`src/rtl/data_mem_arb_pkg.sv`:
```
// Shared types and default sizing for the two-port data-memory arbiter.
package data_mem_arb_pkg;

    typedef enum logic [1:0] {
        IDLE   = 2'd0,
        ACCESS = 2'd1,
        DONE   = 2'd2
    } state_t;

    // 0 = CPU port, 1 = DMA port
    typedef logic port_id_t;

    localparam int DEF_DEPTH = 100;
    localparam int DEF_AW    = 32;
    localparam int DEF_DW    = 32;

endpackage

```
`src/rtl/data_mem_arbiter_rr_arb2.sv`:
```
// Two-way round-robin pick: a lone requester wins, a tie goes to the port
// that was not granted last.
module rr_arb2
    import data_mem_arb_pkg::*;
(
    input  logic [1:0] req,
    input  logic       last,
    output logic [1:0] grant,
    output logic       gid
);

    port_id_t pick;

    always_comb begin
        pick = 1'b0;
        unique case (req)
            2'b01:   pick = 1'b0;
            2'b10:   pick = 1'b1;
            2'b11:   pick = ~last;
            default: pick = 1'b0;
        endcase
    end

    assign gid   = pick;
    assign grant = (req == 2'b00) ? 2'b00 : (pick ? 2'b10 : 2'b01);

endmodule

```
`src/rtl/data_mem_arbiter.sv`:
```
// Arbitrates CPU (port 0) and DMA (port 1) accesses onto one data memory;
// each access runs IDLE -> ACCESS -> DONE and out-of-range addresses ack with err.
module data_mem_arbiter
    import data_mem_arb_pkg::*;
#(
    parameter int DEPTH = DEF_DEPTH,
    parameter int AW    = DEF_AW,
    parameter int DW    = DEF_DW
) (
    input  logic          clk,
    input  logic          rst,
    input  logic          req0,
    input  logic          req1,
    input  logic          we0,
    input  logic          we1,
    input  logic [AW-1:0] addr0,
    input  logic [AW-1:0] addr1,
    input  logic [DW-1:0] wdata0,
    input  logic [DW-1:0] wdata1,
    output logic          ack0,
    output logic          ack1,
    output logic [DW-1:0] rdata0,
    output logic [DW-1:0] rdata1,
    output logic          err,
    output logic          mem_read,
    output logic          mem_write,
    output logic [AW-1:0] mem_addr,
    output logic [DW-1:0] mem_wdata,
    input  logic [DW-1:0] mem_rdata
);

    state_t        state, state_nxt;
    logic [1:0]    grant;
    port_id_t      gid;
    port_id_t      last;
    logic          start;

    logic          we_p0;
    logic [AW-1:0] addr_p0;
    logic [DW-1:0] wdata_p0;
    port_id_t      gid_p0;
    logic          oor_p0;

    rr_arb2 u_rr_arb2 (
        .req   ({req1, req0}),
        .last  (last),
        .grant (grant),
        .gid   (gid)
    );

    assign start  = (state == IDLE) && (grant != 2'b00);
    assign oor_p0 = (addr_p0 >= AW'(DEPTH));

    always_ff @(posedge clk or posedge rst) begin
        if (rst) state <= IDLE;
        else     state <= state_nxt;
    end

    always_comb begin
        state_nxt = state;
        mem_read  = 1'b0;
        mem_write = 1'b0;
        ack0      = 1'b0;
        ack1      = 1'b0;
        err       = 1'b0;
        unique case (state)
            IDLE: begin
                if (start) state_nxt = ACCESS;
            end
            ACCESS: begin
                state_nxt = DONE;
                mem_read  = !we_p0 && !oor_p0;
                mem_write =  we_p0 && !oor_p0;
            end
            DONE: begin
                state_nxt = IDLE;
                ack0      = (gid_p0 == 1'b0);
                ack1      = (gid_p0 == 1'b1);
                err       = oor_p0;
            end
            default: state_nxt = IDLE;
        endcase
    end

    // p0: winner's request latched on IDLE -> ACCESS; last-grant pointer
    // starts at port 1 so port 0 takes the first tie.
    always_ff @(posedge clk or posedge rst) begin
        if (rst) begin
            we_p0    <= 1'b0;
            addr_p0  <= '0;
            wdata_p0 <= '0;
            gid_p0   <= 1'b0;
            last     <= 1'b1;
        end else if (start) begin
            we_p0    <= gid ? we1    : we0;
            addr_p0  <= gid ? addr1  : addr0;
            wdata_p0 <= gid ? wdata1 : wdata0;
            gid_p0   <= gid;
            last     <= gid;
        end
    end

    assign mem_addr  = addr_p0;
    assign mem_wdata = wdata_p0;

    // p1: read data captured on ACCESS -> DONE; an out-of-range access
    // clears the winner's register instead.
    always_ff @(posedge clk or posedge rst) begin
        if (rst) begin
            rdata0 <= '0;
            rdata1 <= '0;
        end else if (state == ACCESS) begin
            if (oor_p0) begin
                if (gid_p0) rdata1 <= '0;
                else        rdata0 <= '0;
            end else if (!we_p0) begin
                if (gid_p0) rdata1 <= mem_rdata;
                else        rdata0 <= mem_rdata;
            end
        end
    end

endmodule

```
`config.mk`:
```
export PLATFORM = sky130hd
export DESIGN_NAME = data_mem_arbiter
export DESIGN_NICKNAME = d
export VERILOG_FILES = /design/src/rtl/data_mem_arb_pkg.sv /design/src/rtl/data_mem_arbiter_rr_arb2.sv /design/src/rtl/data_mem_arbiter.sv
export SDC_FILE = /design/constraint.sdc
export NUM_CORES = 1
export LEC_CHECK = 0
export BUFFER_PORTS_ARGS = -buffer_cell sky130_fd_sc_hd__buf_4
export CORE_ASPECT_RATIO = 1.2
export CORE_UTILIZATION = 42
export CTS_CLUSTER_SIZE = 10
export DETAILED_ROUTE_END_ITERATION = 8
export PLACE_DENSITY = 0.85
export SYNTH_ARGS = -nofsm -noshare
export SYNTH_HDL_FRONTEND = slang
export SYNTH_HIERARCHICAL = 1
export SYNTH_SLANG_ARGS = --single-unit
```
`constraint.sdc`:
```
create_clock -name clk -period 4 [get_ports clk]
set_clock_uncertainty 0.05 [all_clocks]
set_input_delay 0.2 -clock clk [delete_from_list [all_inputs] [get_ports clk]]
set_output_delay 0.2 -clock clk [all_outputs]
set_load 0.03 [all_outputs]
```
==> impl_metrics.ini <==
[run_status]
outcome = finished, final reports clean

[yosys]
yosys.area.top_type = dfrtp_1
async_flop_share_pct = 100
netlist.area_leader.share_pct = 52.4
synth_edf_count = 0
synth_cell_types = 29
synthTopCellsByCount = dfrtp_1, nor2_1, inv_1
syn_area_per_cell_sq_um = 11.1
yosys_warnings = 6
synth_top_family_by_area = compound AO/OA/AOI/OAI gates
synthCells = 568
synth_ff_type = dfrtp_1
synthAdderAreaFrac_pct = 0
muxShareOfSynthArea_pct = 10.3
synth.most_common_cell = dfrtp_1
synth.area.top_cells = dfrtp_1, o22ai_2, mux2i_1
ys_seq_area_share_pct = 52.8
synth-simple-area-share_pct = 9.55
syn_nets = 734
synthXorXnorAreaFrac_pct = 0
synth-compound-area-share_pct = 19.5
syn_area_sq_um = 6300
yosys_register_bits = 133

[placed_design]
port_buffers = 298
dp_hpwl_um = 12700
place_area_sq_um = 8690
gp_congestion = 0.785
pre_cts_slack_ns = 1.65

[sta]
max_freq_ghz = 0.397
setup_slack_ns = 1.48
worst_pin_slew_ns = 1.12
finalSetupTns_ns = 0
finalSetupViolCount = 0
slew_violations = 0
whs_ns = 0.0434
period_share_pct = 63.0
hold_viol_final = 0
max_slew_margin_pct = 25.0
rsz0062_at_grt = false
finalCriticalPeriod_ns = 2.52

[finish]
drive_gt1_share_pct = 47.1
multi_input_area_sq_um = 2500
nets = 1023
n_fill_cell = 1186
diodes = 0
seq_area_sq_um = 3330
syn_to_final_growth_pct = 47.8
fin_area_sq_um = 9320

[die]
std_cell_rows = 48
start_util_pct = 43.4
fp.dieH_um = 136
dieArea_sq_um = 15500
fp.dieW_um = 114
ioPinCount = 299
core_area_sq_um = 14500

[detailed_routing]
vias_per_cell = 4.86
route.vias.total = 5200
wl_um = 17000
routedWlPerCell_um = 15.9
ant_nets = 0
drc = 0
dr.pass1.iters = 4
drt_iter0_drc = 239

[critical_path]
crit_type = reg2out
crit_fanout = 6
critPathCaptureType = primary output
cp.required_ns = 3.75
cp_data_arrival_time_ns = 2.27
cp-start-kind = flop

[pwr]
p_per_area_nw_per_um2 = 701
power.leakage_nw = 4.37
ir_worst_vdd_v = 0.000443

[clock_network]
cts_sinks = 133
path_clk_slew_ns = 0.06
insertion_delay_ns = 0.40
cts_tree = done
cts_root_buffer = clkbuf_16
cts-buffers-inserted = 17
post_cts_buffers = 0
htreeDepth = 4
clockBufferDepth = 2

[flow_run]
drv_cap = 0

[global_route]
antenna_found_initial = 0
grt_usage_pct = 22.0
grt_pass1_vias = 5208
grt_pass1_wl_um = 26200
grt_start_max_net_pins = 135
overflow = 0

[hold_path]
min_path_type = in2reg
[layout make-up]
cell class | instances | share of cell area, %
clock buffer | 19 | 4.75
clock inverter | 13 | 1.85
inverter | 69 | 2.83
multi-input combinational | 326 | 26.9
sequential | 133 | 35.7
tap | 200 | 2.69
timing repair buffer | 310 | 25.3
[cells in the final DEF (no fill, tap or decap), drive strengths merged, types with 2 or more instances in the layout]
| master | Yosys | routed |
|---|---|---|
| a21boi | 3 | 3 |
| a21oi | 65 | 65 |
| a41oi | 2 | 2 |
| buf | 28 | 309 |
| bufinv | 0 | 3 |
| clkbuf | 12 | 19 |
| clkinv | 0 | 3 |
| clkinvlp | 0 | 4 |
| dfrtp | 132 | 132 |
| inv | 69 | 72 |
| mux2i | 65 | 65 |
| nand2 | 5 | 5 |
| nand2b | 34 | 34 |
| nor2 | 69 | 69 |
| nor3 | 4 | 4 |
| nor4 | 6 | 6 |
| o21ai | 2 | 2 |
| o22ai | 64 | 64 |
[timing repair]
action / 4_1_cts / 5_1_grt
hold buffers: 1 / 0
resized for setup: 0 / 0
hold endpoints to repair: 46 / 0
[worst max-delay path, stage by stage (launching register included)]
cell and delay, ns:
dfrtp_1 0.39, nor4_1 0.29, and4_1 0.51, nand2_1 0.15, nor4_1 0.30, buf_4 0.23
[through the flow]
stage / util (%) / cells / total power, mW
finish: 64.1 / 1070 / 6.53
global placement: 59.8 / 1037 / 4.90
global route: 64.1 / 1070 / 6.89
floorplan: - / 568 / 3.91
detailed placement: 59.8 / 1037 / 4.98
CTS: 64.1 / 1070 / 6.60
[where the power goes]
group          switching [mW]  total, mW  internal, mW
logic                    1.80       2.87          1.07
clock network           0.598       1.60          1.01
registers               0.311       2.06          1.75
[flip-flops by register name, indices dropped and copies added (netlist names)]
register / count
gid_p0: 1
rdata1: 32
state: 2
rdata0: 32
mem_addr: 32
we_p0: 1
last: 1
mem_wdata: 32
[kinds of logic (layout without fill, tap and decap cells)]
group / count (synthesis) / after routing
compound gates: 139 / 139
buf+inv: 109 / 411
flops: 133 / 133
mux: 65 / 65
simple gates: 122 / 122
[routing by layer]
layer  wire length [um]  part of all wire [%]  up-vias  track usage [%]
li1                   -                     -     2502                -
met1               6580                    39     2471             25.7
met2               9130                    54      211             40.1
met3               1100                   6.5       16             5.71
met4                211                   1.2        0             5.70
met5                  0                     0        -                0
[final timing paths]
| path | to | slack [ns] | cells past startpoint | from |
|---|---|---|---|---|
| max | mem_read | 1.48 | 5 | mem_addr[23] |
| min | rdata0[25] | 0.04 | 3 | mem_rdata[25] |
| max reg2reg | rdata1[30] | 1.66 | 4 | mem_addr[23] |
| min reg2reg | last | 0.45 | 2 | last |
| max in group asynchronous | rdata0[0] | 2.65 | 4 | rst |
| min in group asynchronous | mem_wdata[27] | 0.32 | 3 | rst |
Power figures use the tool's default switching activity.
